## config.mk

```make
export PLATFORM = sky130hd
export DESIGN_NAME = iob_cache_victim_evict
export DESIGN_NICKNAME = d
export VERILOG_FILES = /design/src/rtl/iob_cache_evict_pkg.sv /design/src/rtl/iob_cache_victim_evict.sv
export SDC_FILE = /design/constraint.sdc
export NUM_CORES = 1
export LEC_CHECK = 0
export CAP_MARGIN = 20
export CORE_UTILIZATION = 35
export CTS_CLUSTER_DIAMETER = 50
export DETAILED_ROUTE_END_ITERATION = 7
export PLACE_DENSITY = 0.86
export SYNTH_ARGS = -nofsm -noshare
export SYNTH_HDL_FRONTEND = slang
export SYNTH_SLANG_ARGS = --single-unit
```

## constraint.sdc

```tcl
create_clock -name clk_i -period 1.5 [get_ports clk_i]
set_input_delay 0.3 -clock clk_i [delete_from_list [all_inputs] [get_ports clk_i]]
set_output_delay 0.3 -clock clk_i [all_outputs]
set_load 0.01 [all_outputs]
```

## src/rtl/iob_cache_evict_pkg.sv

```systemverilog
// Shared definitions for the cache victim eviction engine: FSM state
// encodings and the width helpers for the back-end byte address.
package iob_cache_evict_pkg;

    // Eviction FSM states (3-bit encoding)
    typedef enum logic [2:0] {
        ST_IDLE = 3'd0,
        ST_READ = 3'd1,
        ST_CAPT = 3'd2,
        ST_SEND = 3'd3,
        ST_DONE = 3'd4
    } evict_state_t;

    // Default word width, used for the package-level byte-offset width
    localparam int DEFAULT_DATA_W = 32;

    // Byte-offset bits inside one word for the default word width
    localparam int BYTE_OFFSET_W = $clog2(DEFAULT_DATA_W / 8);

    // Byte-offset bits inside one word for an arbitrary word width
    function automatic int byte_offset_width(input int data_w);
        return $clog2(data_w / 8);
    endfunction

    // Back-end byte address = {tag, line, word, byte}
    function automatic int be_addr_width(input int tag_w, input int nlines_w,
                                         input int word_offset_w, input int data_w);
        return tag_w + nlines_w + word_offset_w + byte_offset_width(data_w);
    endfunction

endpackage

```

## src/rtl/iob_cache_victim_evict.sv

```systemverilog
// Victim eviction engine: on a write-back miss, reads a valid+dirty victim
// line word by word from data memory, streams each word to the back-end
// write channel, then pulses done and requests a dirty-bit clear.
module iob_cache_victim_evict
    import iob_cache_evict_pkg::*;
#(
    parameter int N_WAYS        = 4,
    parameter int NWAYS_W       = $clog2(N_WAYS),
    parameter int NLINES_W      = 7,
    parameter int WORD_OFFSET_W = 3,
    parameter int DATA_W        = 32,
    parameter int TAG_W         = 20,
    parameter int BE_ADDR_W     = be_addr_width(TAG_W, NLINES_W, WORD_OFFSET_W, DATA_W)
) (
    input  logic                              clk_i,
    input  logic                              arst_n_i,
    input  logic                              cke_i,
    input  logic                              evict_req_i,
    input  logic [NWAYS_W-1:0]                way_select_bin_i,
    input  logic [NLINES_W-1:0]               line_addr_i,
    input  logic [N_WAYS-1:0]                 valid_i,
    input  logic [N_WAYS-1:0]                 dirty_i,
    input  logic [N_WAYS*TAG_W-1:0]           tag_i,
    output logic                              evict_busy_o,
    output logic                              evict_done_o,
    output logic                              dirty_clr_o,
    output logic [NWAYS_W-1:0]                dirty_clr_way_o,
    output logic                              dmem_en_o,
    output logic [NWAYS_W-1:0]                dmem_way_o,
    output logic [NLINES_W+WORD_OFFSET_W-1:0] dmem_addr_o,
    input  logic [DATA_W-1:0]                 dmem_rdata_i,
    output logic                              be_valid_o,
    output logic [BE_ADDR_W-1:0]              be_addr_o,
    output logic [DATA_W-1:0]                 be_wdata_o,
    output logic [DATA_W/8-1:0]               be_wstrb_o,
    input  logic                              be_ready_i
);

    localparam int BYTE_W = byte_offset_width(DATA_W);

    evict_state_t               state_reg;
    evict_state_t               state_next;
    logic [NWAYS_W-1:0]         way_reg;
    logic [NLINES_W-1:0]        line_reg;
    logic [TAG_W-1:0]           tag_reg;
    logic                       need_reg;
    logic [WORD_OFFSET_W-1:0]   cnt_reg;
    logic [DATA_W-1:0]          wdata_reg;

    logic [TAG_W-1:0]           tag_way [N_WAYS];
    logic                       req_need;
    logic                       last_word;
    logic [BE_ADDR_W-1:0]       send_addr;

    // Split the flat tag bus into one tag per way
    for (genvar gi = 0; gi < N_WAYS; gi++) begin : g_tag_way
        assign tag_way[gi] = tag_i[gi*TAG_W +: TAG_W];
    end

    // Only a line that is both valid and dirty has to be written back
    assign req_need  = valid_i[way_select_bin_i] & dirty_i[way_select_bin_i];
    assign last_word = &cnt_reg;
    assign send_addr = BE_ADDR_W'({tag_reg, line_reg, cnt_reg}) << BYTE_W;

    // State register; cke low freezes the whole engine
    always_ff @(posedge clk_i or negedge arst_n_i) begin
        if (!arst_n_i) begin
            state_reg <= ST_IDLE;
        end else if (cke_i) begin
            state_reg <= state_next;
        end
    end

    // Victim holding registers, word counter and captured read data
    always_ff @(posedge clk_i or negedge arst_n_i) begin
        if (!arst_n_i) begin
            way_reg   <= '0;
            line_reg  <= '0;
            tag_reg   <= '0;
            need_reg  <= 1'b0;
            cnt_reg   <= '0;
            wdata_reg <= '0;
        end else if (cke_i) begin
            if (state_reg == ST_IDLE && evict_req_i) begin
                way_reg  <= way_select_bin_i;
                line_reg <= line_addr_i;
                tag_reg  <= tag_way[way_select_bin_i];
                need_reg <= req_need;
                cnt_reg  <= '0;
            end
            if (state_reg == ST_CAPT) begin
                wdata_reg <= dmem_rdata_i;
            end
            // The counter stops on the last word so it never wraps mid-eviction
            if (state_reg == ST_SEND && be_ready_i && !last_word) begin
                cnt_reg <= cnt_reg + 1'b1;
            end
        end
    end

    // Next-state decode and all outputs, decoded from the current state
    always_comb begin
        state_next      = state_reg;
        evict_busy_o    = (state_reg != ST_IDLE);
        evict_done_o    = 1'b0;
        dirty_clr_o     = 1'b0;
        dirty_clr_way_o = '0;
        dmem_en_o       = 1'b0;
        dmem_way_o      = '0;
        dmem_addr_o     = '0;
        be_valid_o      = 1'b0;
        be_addr_o       = '0;
        be_wdata_o      = '0;
        be_wstrb_o      = '0;
        unique case (state_reg)
            ST_IDLE: begin
                if (evict_req_i) begin
                    state_next = req_need ? ST_READ : ST_DONE;
                end
            end
            ST_READ: begin
                dmem_en_o   = 1'b1;
                dmem_way_o  = way_reg;
                dmem_addr_o = {line_reg, cnt_reg};
                state_next  = ST_CAPT;
            end
            ST_CAPT: begin
                state_next = ST_SEND;
            end
            ST_SEND: begin
                be_valid_o = 1'b1;
                be_addr_o  = send_addr;
                be_wdata_o = wdata_reg;
                be_wstrb_o = '1;
                if (be_ready_i) begin
                    state_next = last_word ? ST_DONE : ST_READ;
                end
            end
            ST_DONE: begin
                evict_done_o = 1'b1;
                if (need_reg) begin
                    dirty_clr_o     = 1'b1;
                    dirty_clr_way_o = way_reg;
                end
                state_next = ST_IDLE;
            end
            default: begin
                state_next = ST_IDLE;
            end
        endcase
    end

endmodule

```

After elaboration in Yosys (flattened, before gate mapping)
Cells that the tools add are included.
{"block": "word_totals", "regBits": 68, "inputBits": 134, "word_cells": 56}
{"block": "op_classes", "addsub": 1, "magnitude_cmp": 2, "n_eq_ne": 6, "n_mux": 26, "bitwise_logic": 2, "n_reduce_logical": 12}
{"cell": "two-way mux 32 bit", "count": 2}
{"cell": "binary-select mux 20 bit (select 2 bit)", "count": 1}
{"cell": "two-way mux 20 bit", "count": 2}
{"cell": "two-way mux 3 bit", "count": 6}
{"cell": "case mux 3 bit (4 select lines)", "count": 1}
{"cell": "two-way mux 10 bit", "count": 1}
{"cell": "two-way mux 1 bit", "count": 7}
{"cell": "== test 3 x 2 -> 1 bit (second input constant)", "count": 2}
{"cell": "two-way mux 2 bit", "count": 3}
{"cell": "AND reduction 2 bit", "count": 3}
{"cell": "AND reduction 3 bit", "count": 2}
{"cell": "binary-select mux 1 bit (select 2 bit)", "count": 2}
{"cell": "two-way mux 4 bit", "count": 1}
{"cell": "inequality test 2 bit (second input constant)", "count": 2}
{"cell": "adder 3 x 1 -> 3 bit (second input constant)", "count": 1}
{"cell": "== test 3 x 1 -> 1 bit (second input constant)", "count": 1}
{"cell": "== test 3 bit (second input constant)", "count": 1}
{"cell": ">= comparator 3 bit (second input constant)", "count": 1}
{"cell": "logical AND 1 bit", "count": 3}
{"cell": "logical NOT 3 bit", "count": 1}
{"cell": "< comparator 2 x 3 -> 1 bit (second input constant)", "count": 1}
{"cell": "inverter 2 -> 3 bit", "count": 1}
{"cell": "nonzero test 3 bit", "count": 1}
{"cell": "nonzero test 2 bit", "count": 1}
{"cell": "other kinds (2)", "count": 2}

Logic depth before layout (Yosys ltp)
Gate-level depths: netlist of run 1.
{"block": "depth", "depth_word": 6, "depth_mapped": 5, "mapped_depth_nobuf": 5}

Least setup slack after synthesis of run 1
OpenSTA, ideal clock, no wires.
{"block": "synth_timing", "kind": "register to output", "from": "reg state_reg[2]", "to": "out be_addr_o[22]", "arrival_ns": 1.417, "setup_slack_ns": -0.217, "stages_incl_launch_ff": 5, "path_buffers": 1, "cell_sequence": "dfrtp_1 nand2b_1 nor2_2 clkbuf_1 and2_1"}
{"block": "synth_via", "elab_chain_len": 2}
{"item": "from (decl)", "line_no": "iob_cache_victim_evict.sv:41", "source": "evict_state_t state_reg;"}
{"item": "from (signal assigned)", "line_no": "iob_cache_victim_evict.sv:70", "source": "state_reg <= state_next;"}
{"item": "== test 3 x 2 -> 1 bit", "line_no": "iob_cache_victim_evict.sv:115", "source": "unique case (state_reg)"}
{"item": "two-way mux 32 bit", "line_no": "iob_cache_victim_evict.sv:115"}
{"item": "to (decl)", "line_no": "iob_cache_victim_evict.sv:33", "source": "output logic [BE_ADDR_W-1:0] be_addr_o,"}
No other way between the ends.

Worst setup path after layout of run 1
{"block": "layout_timing", "from": "reg state_reg[2]", "to": "out be_wdata_o[9]"}
{"block": "layout_via", "elab_chain_len": 2}
{"item": "== test 3 x 2 -> 1 bit", "line_no": "iob_cache_victim_evict.sv:115"}
{"item": "two-way mux 32 bit", "line_no": "iob_cache_victim_evict.sv:115"}
{"item": "to (decl)", "line_no": "iob_cache_victim_evict.sv:34", "source": "output logic [DATA_W-1:0] be_wdata_o,"}
No other way between the ends.

==> results of run 1 <==
==> power by group <==
group          switching [W]  total (W)  leakage [nW]  internal (W)
Combinational        0.00275    0.00785          2.51       0.00510
Sequential          0.000737    0.00351         0.808       0.00277
Clock               0.000720    0.00157         0.102      0.000855
Total                0.00421     0.0129          3.42       0.00872
==> synth_stat cells <==
master / count
sky130_fd_sc_hd__inv_1: 1
sky130_fd_sc_hd__o21a_1: 1
sky130_fd_sc_hd__o311ai_0: 1
sky130_fd_sc_hd__a221o_1: 1
sky130_fd_sc_hd__mux2_1: 2
sky130_fd_sc_hd__nand2b_1: 2
sky130_fd_sc_hd__a21oi_1: 2
sky130_fd_sc_hd__buf_4: 10
sky130_fd_sc_hd__dfrtp_1: 68
sky130_fd_sc_hd__nor2_1: 3
sky130_fd_sc_hd__a31oi_1: 1
sky130_fd_sc_hd__and2_1: 75
sky130_fd_sc_hd__mux4_2: 20
sky130_fd_sc_hd__o2111ai_1: 1
sky130_fd_sc_hd__nor2_2: 1
sky130_fd_sc_hd__nor3_2: 1
sky130_fd_sc_hd__a31o_2: 1
sky130_fd_sc_hd__clkbuf_1: 9
sky130_fd_sc_hd__and3_1: 2
sky130_fd_sc_hd__or3_4: 1
sky130_fd_sc_hd__nor4b_2: 1
sky130_fd_sc_hd__o211ai_1: 1
sky130_fd_sc_hd__nand3_1: 1
sky130_fd_sc_hd__buf_2: 2
sky130_fd_sc_hd__mux2_2: 60
sky130_fd_sc_hd__ha_1: 2
sky130_fd_sc_hd__a22o_1: 2
sky130_fd_sc_hd__nand2_1: 2
sky130_fd_sc_hd__buf_6: 4
sky130_fd_sc_hd__nor2_8: 1
sky130_fd_sc_hd__nand4b_1: 1
sky130_fd_sc_hd__nand4_1: 1
sky130_fd_sc_hd__nor3b_1: 1
sky130_fd_sc_hd__conb_1: 1
sky130_fd_sc_hd__nor2b_1: 1
sky130_fd_sc_hd__and3b_1: 1
==> final cells by class <==
class,count,share of cell area (%)
Timing Repair Buffer,284,41.23
Multi-Input combinational cell,192,31.10
Sequential cell,68,22.65
Tap cell,136,2.262
Clock buffer,12,2.063
Clock inverter,4,0.6321
Inverter,1,0.04990
==> metal layers <==
metal / routed length (um) / vias to the layer above / track usage, % / part of all wire [%]
met2: 7843 / 175 / 41.21 / 54
met1: 5571 / 1709 / 25.83 / 38
li1: - / 1544 / - / -
met5: 0 / - / 0 / 0
met4: 207 / 0 / 6.944 / 1.4
met3: 910 / 17 / 5.813 / 6.3
==> kinds of logic (layout without fill, tap and decap cells) <==
logic type	count (synthesis)	count (layout)	synth area share [%]
and+or+nand+nor	95	95	16.48
AOI/OAI and AO/OA	11	11	2.269
buffers and inverters	26	301	4.471
DFF	68	68	45.38
other	1	2	0.1000
adders and majority gates	2	2	0.6672
muxes	82	82	30.63
==> through the flow <==
step,power (W),cells
final,0.01293,697
after global routing,0.01345,697
after CTS,0.01062,685
after detailed placement,0.008395,642
after global placement,0.008236,642
after floorplan,0.005760,286
==> what timing repair did <==
item	in CTS	in global routing
gates resized for setup	407	166
hold buffers	1	0
buffers inserted	18	12
endpoints found under the hold margin	25	0
setup endpoints to repair	151	152
pin swaps	11	42
gates cloned	8	6
==> worst max-delay path by stage <==
stage,endpoint,slack (ns)
3_5_place_dp,dmem_addr_o[9],-0.50
4_1_cts,be_addr_o[21],-0.47
2_1_floorplan,line_reg[6],-0.09
5_1_grt,be_wdata_o[9],-0.49
3_3_place_gp,dmem_addr_o[9],-0.47
6_report,be_wdata_o[9],-0.44
==> flow_metrics.py, run 1 <==
metrics = {
    "critical_path": {
        "worstPathCellList": "nand2b_4, nor2_4, buf_12, clkbuf_16, and2_4, buf_6",
        "crit_start": "state_reg[2]",
        "critical_path.startpoint_type": "register",
        "critical-path-max-stage-delay_ns": 0.39,
        "critical_path.reg2reg.endpoint": "tag_reg[8]",
        "worstSetupEndpointType": "primary output",
        "reg2reg_depth": 7,
        "crit_path_top_delay_cell": "sky130_fd_sc_hd__dfrtp_1",
        "cp_max_fo": 8,
        "crit_required_ns": 1.20,
        "worst-endpoint-arrival_ns": 1.64,
        "timing.rr.start": "state_reg[2]",
        "regToRegSetupSlack_ns": -0.39,
        "timing.setup.critical_path_class": "reg -> out",
        "crit_family": "simple AND/OR/NAND/NOR gates",
        "worst_path_depth": 6,
        "cp.buffers_inverters": 3,
    },
    "cts": {
        "cts.sinks": 68,
        "cts_buffer_depth": 2,
        "cts.htree.levels": 3,
        "cts_buffers": 9,
        "tritoncts": "yes",
        "clkSlewWorstSetupHoldPaths_ns": 0.07,
        "worstSkewPairLatency_ns": 0.34,
        "cts.root.buffer_cell": "sky130_fd_sc_hd__clkbuf_8",
    },
    "placement": {
        "post_dp_cell_area_um2": 6261,
        "place_ws_ns": -0.5041,
        "gpl.final_weighted_congestion": 0.7849,
        "place.detailed.hpwl_um": 8142,
        "placement.io_buffers": 218,
    },
    "logic_synthesis": {
        "syn-cell-area_um2": 3750,
        "mean_cell_area_of_the_mapped_netlist_um2": 13.16,
        "syn_inst": 285,
        "yosysWarnings": 0,
        "synth.yosys.seq_area_share_pct": 45.38,
        "synth_cell_types": 36,
        "post-synth-top-area-fraction_pct": 45.38,
        "yosys_reg_bits": 68,
        "netlist_top_cells_area": "sky130_fd_sc_hd__dfrtp_1, sky130_fd_sc_hd__mux2_2, sky130_fd_sc_hd__and2_1",
        "synth_top_cell_by_area": "sky130_fd_sc_hd__dfrtp_1",
    },
    "finish": {
        "largest_register_ffs": 32,
        "finish.instance_area_um2": 7522,
        "commonest_cells_after_routing_fill_and_taps_aside": "sky130_fd_sc_hd__clkdlybuf4s50_1, sky130_fd_sc_hd__buf_6, sky130_fd_sc_hd__dfrtp_1, sky130_fd_sc_hd__mux2_4, sky130_fd_sc_hd__and2_4",
        "fillers": 663,
        "fin_nets": 692,
        "fraction_of_layout_cells_with_a_size_suffix_above_1_pct": 57.58,
        "n_antenna_cell": 0,
        "seq_area_um2": 1704,
        "synthToLayoutAreaGrowth_pct": 100.6,
        "final_common_cell": "sky130_fd_sc_hd__clkdlybuf4s50_1",
        "layout.core_utilization_pct": 72.54,
        "area_used_by_multi_input_combinational_logic_um2": 2340,
    },
    "sta": {
        "final-setup-viol-count": 152,
        "final.min_clock_period_ns": 1.943,
        "slew_violations": 0,
        "fraction_of_the_cycle_the_final_worst_path_needs_pct": 129.5,
        "fin_hold_ws_ns": 0.4085,
        "fmax_ghz": 0.5146,
        "finalSetupTns_ns": -51.28,
        "hold_violations": 0,
        "rsz0062_at_grt": "true",
        "fin_worst_skew_ns": 0.01315,
        "layout_setup_ws_ns": -0.4432,
    },
    "die": {
        "io_pins": 221,
        "die_x_um": 105.5,
        "floorplan.die.height_um": 105.5,
        "core_area_um2": 10370,
        "die_area_um2": 11130,
        "std_cell_rows": 37,
        "floorplan.initialDensity_pct": 36.16,
    },
    "global_route": {
        "grt_use_total_pct": 22.60,
        "largest_net_degree_at_the_start_of_global_routing": 44,
        "grt_pass1_vias": 3668,
        "number_of_antenna_violations_at_the_first_check_in_global_routing": 0,
        "wire_length_of_the_first_global_routing_pass_um": 19180,
        "globalRouteOverflowTotal": 0,
    },
    "drt": {
        "final_antenna_net_count": 0,
        "vias": 3445,
        "remaining_drc_errors": 0,
        "totalWireLength_um": 14530,
        "drt_pre_antenna_iters": 4,
        "avgRoutedWirePerCell_um": 20.85,
        "first_iter_violations": 124,
        "drt-vias-per-instance": 4.943,
    },
    "run_status": {
        "run_status": "finished, violations left",
        "failed_checks": "negative setup slack",
    },
    "pwr": {
        "vdd_ir_drop_max_uv": 1086,
        "power_density_nw_per_um2": 1719,
        "total_leakage_power_nw": 3.418,
    },
    "run": {
        "max-cap-violations": 0,
    },
    "hold_path": {
        "hold_crit_class": "in -> async",
    },
}
No activity file was read; power rests on OpenSTA's default activity.
==> run 2: changes to the inputs <==
--- a/config.mk
+++ b/config.mk
@@ -6,10 +6,10 @@
 export NUM_CORES = 1
 export LEC_CHECK = 0
 export CAP_MARGIN = 20
-export CORE_UTILIZATION = 35
+export CORE_UTILIZATION = 41
 export CTS_CLUSTER_DIAMETER = 50
 export DETAILED_ROUTE_END_ITERATION = 7
-export PLACE_DENSITY = 0.86
+export PLACE_DENSITY = 0.94
 export SYNTH_ARGS = -nofsm -noshare
 export SYNTH_HDL_FRONTEND = slang
 export SYNTH_SLANG_ARGS = --single-unit
==> constraint.sdc (replaced) <==
create_clock -name clk_i -period 2.5 [get_ports clk_i]
set_input_delay 0.5 -clock clk_i [delete_from_list [all_inputs] [get_ports clk_i]]
set_output_delay 0.5 -clock clk_i [all_outputs]
set_load 0.01 [all_outputs]
==> run 2 against run 1 <==
Against the previous run: critical path depth decreased by 1; sequential cell count unchanged; critical endpoint is now dmem_addr_o[5]; the flow finishes with violations (design-rule violations); final cell count decreased by 11%; die area decreased by 14%; count of clock-buffer cells in the layout decreased by 2.
==> flow_metrics.py, run 2 (synthesis results as in run 1) <==
metrics = {
    "run_status": {
        "run_status": "finished, violations left",
        "failed_checks": "design-rule violations",
    },
    "cts": {
        "cts.htree.levels": 3,
        "worstSkewPairLatency_ns": 0.34,
        "cts_buffer_depth": 2,
        "cts_buffers": 9,
        "tritoncts": "yes",
        "clkSlewWorstSetupHoldPaths_ns": 0.07,
        "cts.sinks": 68,
        "cts.root.buffer_cell": "sky130_fd_sc_hd__clkbuf_8",
    },
    "die": {
        "io_pins": 221,
        "std_cell_rows": 34,
        "floorplan.die.height_um": 97.64,
        "die_area_um2": 9533,
        "die_x_um": 97.64,
        "floorplan.initialDensity_pct": 42.58,
        "core_area_um2": 8806,
    },
    "critical_path": {
        "worstSetupEndpointType": "primary output",
        "crit_family": "buffers and inverters",
        "worst-endpoint-arrival_ns": 1.91,
        "timing.setup.critical_path_class": "reg -> out",
        "cp_max_fo": 13,
        "timing.rr.start": "state_reg[0]",
        "cp.buffers_inverters": 2,
        "critical_path.startpoint_type": "register",
        "worstPathCellList": "nand2b_2, nor2_1, buf_6, and2_1, clkdlybuf4s50_1",
        "crit_path_top_delay_cell": "sky130_fd_sc_hd__clkdlybuf4s50_1",
        "crit_start": "state_reg[2]",
        "crit_required_ns": 2.00,
        "critical-path-max-stage-delay_ns": 0.53,
    },
    "sta": {
        "max_slew.worst_pin.slew_ns": 0.6805,
        "fin_worst_skew_ns": 0.006827,
        "fmax_ghz": 0.4145,
        "fraction_of_the_cycle_the_final_worst_path_needs_pct": 96.50,
        "layout_setup_ws_ns": 0.08739,
        "final.min_clock_period_ns": 2.413,
        "final-setup-viol-count": 0,
        "rsz0062_at_grt": "true",
        "slew_violations": 0,
        "relative_slew_slack_pct": 54.64,
        "hold_violations": 0,
    },
    "placement": {
        "gpl.final_weighted_congestion": 0.8399,
        "place_ws_ns": 0.2059,
        "placement.io_buffers": 218,
        "post_dp_cell_area_um2": 6033,
        "place.detailed.instances": 597,
        "place.detailed.hpwl_um": 8278,
    },
    "drt": {
        "drt_pre_antenna_iters": 6,
        "totalWireLength_um": 10870,
        "final_antenna_net_count": 0,
        "remaining_drc_errors": 30,
        "first_iter_violations": 76,
        "vias": 3145,
        "avgRoutedWirePerCell_um": 17.60,
        "drt-vias-per-instance": 5.089,
    },
    "global_route": {
        "wire_length_of_the_first_global_routing_pass_um": 18060,
        "grt_use_total_pct": 24.60,
        "grt_pass1_vias": 3608,
        "globalRouteOverflowTotal": 0,
        "largest_net_degree_at_the_start_of_global_routing": 41,
        "number_of_antenna_violations_at_the_first_check_in_global_routing": 0,
    },
    "pwr": {
        "net-switching-power_w": 0.001867,
        "power_density_nw_per_um2": 939.4,
        "power.switching_fraction_pct": 31.45,
        "share_of_total_power_in_sequential_cells_pct": 33.4,
        "clock_power_share_pct": 18.2,
        "power.internal_w": 0.004068,
        "total_leakage_power_nw": 2.860,
        "vdd_ir_drop_max_uv": 539.9,
        "power.share.combinational_pct": 48.4,
        "post-layout-total-power_w": 0.005934,
    },
    "finish": {
        "largest_register_ffs": 32,
        "final_common_cell": "sky130_fd_sc_hd__clkdlybuf4s50_1",
        "fraction_of_layout_cells_with_a_size_suffix_above_1_pct": 23.92,
        "fillers": 631,
        "n_antenna_cell": 0,
        "layout.cells.non_filler": 618,
        "finish.instance_area_um2": 6317,
        "synthToLayoutAreaGrowth_pct": 68.47,
        "fin_nets": 642,
        "commonest_cells_after_routing_fill_and_taps_aside": "sky130_fd_sc_hd__clkdlybuf4s50_1, sky130_fd_sc_hd__and2_1, sky130_fd_sc_hd__dfrtp_1, sky130_fd_sc_hd__dlygate4sd2_1, sky130_fd_sc_hd__mux2_2",
    },
    "run": {
        "max-cap-violations": 0,
    },
    "hold_path": {
        "hold_crit_class": "in -> async",
    },
}
## run 2: changes by cell type in the layout (fill, tap and decap cells not counted), sizes merged
cell	previous run	this run
clkbuf	17	10
bufinv	1	3
buf	143	17
dlymetal6s2s	0	2
clkinvlp	1	0
bufbuf	0	1
dlygate4sd2	1	62
dlygate4sd3	1	0
clkdlybuf4s50	131	152
clkdlybuf4s15	3	0
## run 2: power groups by stage
stage	Clock (W)	Sequential (W)	Combinational [W]
2_1_floorplan	0	0.00187	0.00155
3_3_place_gp	0	0.00196	0.00282
3_5_place_dp	0	0.00201	0.00292
4_1_cts	0.00110	0.00198	0.00291
5_1_grt	0.00116	0.00206	0.00310
6_report	0.00108	0.00198	0.00287
## run 2: repair_timing
action                     4_1_cts  5_1_grt
setup endpoints to repair       74       11
setup buffers                    4        0
cloned                           2        0
pin swaps                        1        0
hold buffers                     0        0
resized for setup               66        4
## run 2: area by class of cell
type                    count  area [um2]  area share (%)
flip-flops and latches     68        1703           26.96
well taps                 108       135.1           2.139
clock buffers              10       137.6           2.179
inverters                   1       3.754         0.05942
multi-input cells         192        1903           30.12
clock inverters             5       100.1           1.584
repair buffers            234        2335           36.96
## run 2: metrics by stage
stage                     setup TNS, ns  utilization (%)  hold slack [ns]
after floorplan                       0                -           0.2044
after global placement                0            68.51           0.4652
after detailed placement              0            68.51           0.4741
after CTS                             0            71.58           0.2040
after global routing           -0.04556            71.74           0.2341
final                                 0            71.74           0.1955
## run 2: path summary, 6_finish.rpt
| check | end | slack, ns | cells past startpoint |
|---|---|---|---|
| setup / recovery | dmem_addr_o[5] | 0.09 | 5 |
| hold / removal | line_reg[6] | 0.20 | 1 |
| setup reg to reg | tag_reg[4] | 0.57 | 5 |
| hold reg to reg | wdata_reg[28] | 0.49 | 1 |
| max in group asynchronous | state_reg[0] | 1.65 | 2 |
| min in group clk_i | wdata_reg[28] | 0.49 | 1 |
## run 2: metal layers
metal / global-route usage (%) / up-vias / wire length, um
li1: - / 1440 / -
met1: 27.40 / 1525 / 4052
met2: 43.37 / 157 / 5639
met3: 6.547 / 23 / 842
met4: 12.00 / 0 / 340
met5: 0 / - / 0
==> run 3: changes to the inputs <==
--- a/config.mk
+++ b/config.mk
@@ -5,7 +5,9 @@
 export SDC_FILE = /design/constraint.sdc
 export NUM_CORES = 1
 export LEC_CHECK = 0
-export CAP_MARGIN = 20
+export ABC_CLOCK_PERIOD_IN_PS = 2500
+export CAP_MARGIN = 5
+export CORE_MARGIN = 4
 export CORE_UTILIZATION = 41
 export CTS_CLUSTER_DIAMETER = 50
 export DETAILED_ROUTE_END_ITERATION = 7
==> run 3 against run 2 <==
Against the previous run: the flow now finishes without violations; highest routed layer unchanged; sequential share of layout area is essentially flat; setup slack gained 0.013 ns; die area grew 13%; sequential cell count is the same.
==> flow_metrics.py, run 3 (synthesis results as in run 1) <==
metrics = {
    "sta": {
        "fin_worst_skew_ns": 0.009120,
        "relative_slew_slack_pct": 65.57,
        "fin_hold_ws_ns": 0.1285,
        "hold_violations": 0,
        "final.min_clock_period_ns": 2.399,
        "final-setup-viol-count": 0,
        "max_slew.worst_pin.slew_ns": 0.5164,
        "fmax_ghz": 0.4168,
        "fraction_of_the_cycle_the_final_worst_path_needs_pct": 95.98,
        "slew_violations": 0,
        "finalSetupTns_ns": 0,
    },
    "critical_path": {
        "timing.setup.critical_path_class": "reg -> out",
        "regToRegSetupSlack_ns": 0.68,
        "reg2reg_depth": 5,
        "worstPathCellList": "nand2b_2, nor2_2, buf_6, and2_1, clkdlybuf4s50_1",
        "cp_max_fo": 13,
        "timing.rr.start": "state_reg[0]",
        "critical_path.reg2reg.endpoint": "tag_reg[11]",
        "critical-path-max-stage-delay_ns": 0.54,
        "critical_path.startpoint_type": "register",
        "crit_path_top_delay_cell": "sky130_fd_sc_hd__clkdlybuf4s50_1",
        "crit_required_ns": 2.00,
        "worstSetupEndpointType": "primary output",
        "worst-endpoint-arrival_ns": 1.90,
    },
    "global_route": {
        "largest_net_degree_at_the_start_of_global_routing": 48,
        "grt_use_total_pct": 21.17,
        "wire_length_of_the_first_global_routing_pass_um": 18150,
        "grt_pass1_vias": 3534,
        "number_of_antenna_violations_at_the_first_check_in_global_routing": 1,
        "globalRouteOverflowTotal": 0,
    },
    "drt": {
        "drt_pre_antenna_iters": 4,
        "remaining_drc_errors": 0,
        "first_iter_violations": 48,
        "drt-vias-per-instance": 5.068,
        "totalWireLength_um": 11430,
        "avgRoutedWirePerCell_um": 18.56,
        "vias": 3122,
        "final_antenna_net_count": 0,
    },
    "cts": {
        "worstSkewPairLatency_ns": 0.33,
        "clkSlewWorstSetupHoldPaths_ns": 0.08,
        "cts_buffers": 9,
        "tritoncts": "yes",
        "cts.htree.levels": 3,
        "cts_buffer_depth": 2,
        "cts.root.buffer_cell": "sky130_fd_sc_hd__clkbuf_8",
        "cts.sinks": 68,
    },
    "finish": {
        "fin_nets": 638,
        "largest_register_ffs": 32,
        "fraction_of_layout_cells_with_a_size_suffix_above_1_pct": 23.67,
        "fillers": 633,
        "synthToLayoutAreaGrowth_pct": 68.17,
        "final_common_cell": "sky130_fd_sc_hd__clkdlybuf4s50_1",
        "commonest_cells_after_routing_fill_and_taps_aside": "sky130_fd_sc_hd__clkdlybuf4s50_1, sky130_fd_sc_hd__and2_1, sky130_fd_sc_hd__dfrtp_1, sky130_fd_sc_hd__mux2_2, sky130_fd_sc_hd__dlygate4sd2_1",
        "finish.instance_area_um2": 6306,
    },
    "pwr": {
        "vdd_ir_drop_max_uv": 504.7,
        "net-switching-power_w": 0.001832,
        "power.share.combinational_pct": 46.9,
        "share_of_total_power_in_sequential_cells_pct": 34.0,
        "power_density_nw_per_um2": 922.9,
        "power.switching_fraction_pct": 31.48,
        "clock_power_share_pct": 19.2,
        "post-layout-total-power_w": 0.005820,
        "power.internal_w": 0.003988,
        "total_leakage_power_nw": 2.972,
    },
    "run_status": {
        "run_status": "complete, no violations",
    },
    "die": {
        "floorplan.die.height_um": 103.6,
        "io_pins": 221,
        "std_cell_rows": 34,
        "floorplan.initialDensity_pct": 42.58,
        "die_area_um2": 10740,
        "die_x_um": 103.6,
        "core_area_um2": 8806,
    },
    "placement": {
        "placement.io_buffers": 218,
        "post_dp_cell_area_um2": 6041,
        "place.detailed.hpwl_um": 8981,
        "gpl.final_weighted_congestion": 0.8162,
    },
    "hold_path": {
        "hold_crit_class": "in -> async",
    },
    "run": {
        "max-cap-violations": 0,
    },
}
[run 3: worst max-delay path: cells and delay by family (launching register included)]
family,cells,cell delay (ns)
buf+inv,2,0.69
simple gates,3,0.49
flops,1,0.38
[run 3: power by group through the flow]
stage / clock network (W) / registers, W / logic [W]
floorplan: 0 / 0.00187 / 0.00155
global placement: 0 / 0.00196 / 0.00286
detailed placement: 0 / 0.00199 / 0.00295
CTS: 0.00114 / 0.00198 / 0.00277
global route: 0.00119 / 0.00205 / 0.00296
finish: 0.00112 / 0.00198 / 0.00273
[run 3: worst max path at each step]
stage | to | cells after the start | startpoint
floorplan | be_addr_o[22] | 4 | state_reg[2]
global placement | be_addr_o[12] | 5 | state_reg[2]
detailed placement | be_wdata_o[27] | 5 | state_reg[2]
CTS | be_addr_o[22] | 5 | state_reg[2]
global route | dmem_addr_o[8] | 5 | state_reg[2]
finish | dmem_addr_o[8] | 5 | state_reg[2]
[run 3: through the flow]
stage / utilization (%) / std cells / setup slack, ns
after global routing: 71.61 / 616 / -0.01173
after floorplan: - / 286 / 0.5830
final: 71.61 / 616 / 0.1006
after global placement: 68.60 / 598 / 0.3562
after detailed placement: 68.60 / 598 / 0.2995
after CTS: 70.90 / 614 / -0.009382
[run 3: area by class of cell]
| cell class | instances | area (um2) | area share (%) |
|---|---|---|---|
| repair buffers | 230 | 2307 | 36.59 |
| multi-input cells | 192 | 1906 | 30.22 |
| flip-flops and latches | 68 | 1703 | 27.00 |
| clock buffers | 10 | 137.6 | 2.183 |
| well taps | 108 | 135.1 | 2.143 |
| clock inverters | 6 | 111.4 | 1.766 |
| inverters | 1 | 3.754 | 0.05952 |
| diodes | 1 | 2.502 | 0.03968 |
[run 3: layer usage]
layer  GRT usage [%]  wire, um  up-vias
met5               0         0        -
met3           7.276       943       24
met4           9.022       335        0
li1                -         -     1438
met1           23.57      4346     1507
met2           36.87      5806      153
[run 3: what timing repair did]
item | CTS | global route
buffers inserted | 0 | 1
cloned | 0 | 0
gates resized for setup | 51 | 19
hold buffers | 0 | 0
pin swaps | 0 | 1
setup endpoints to repair | 65 | 20
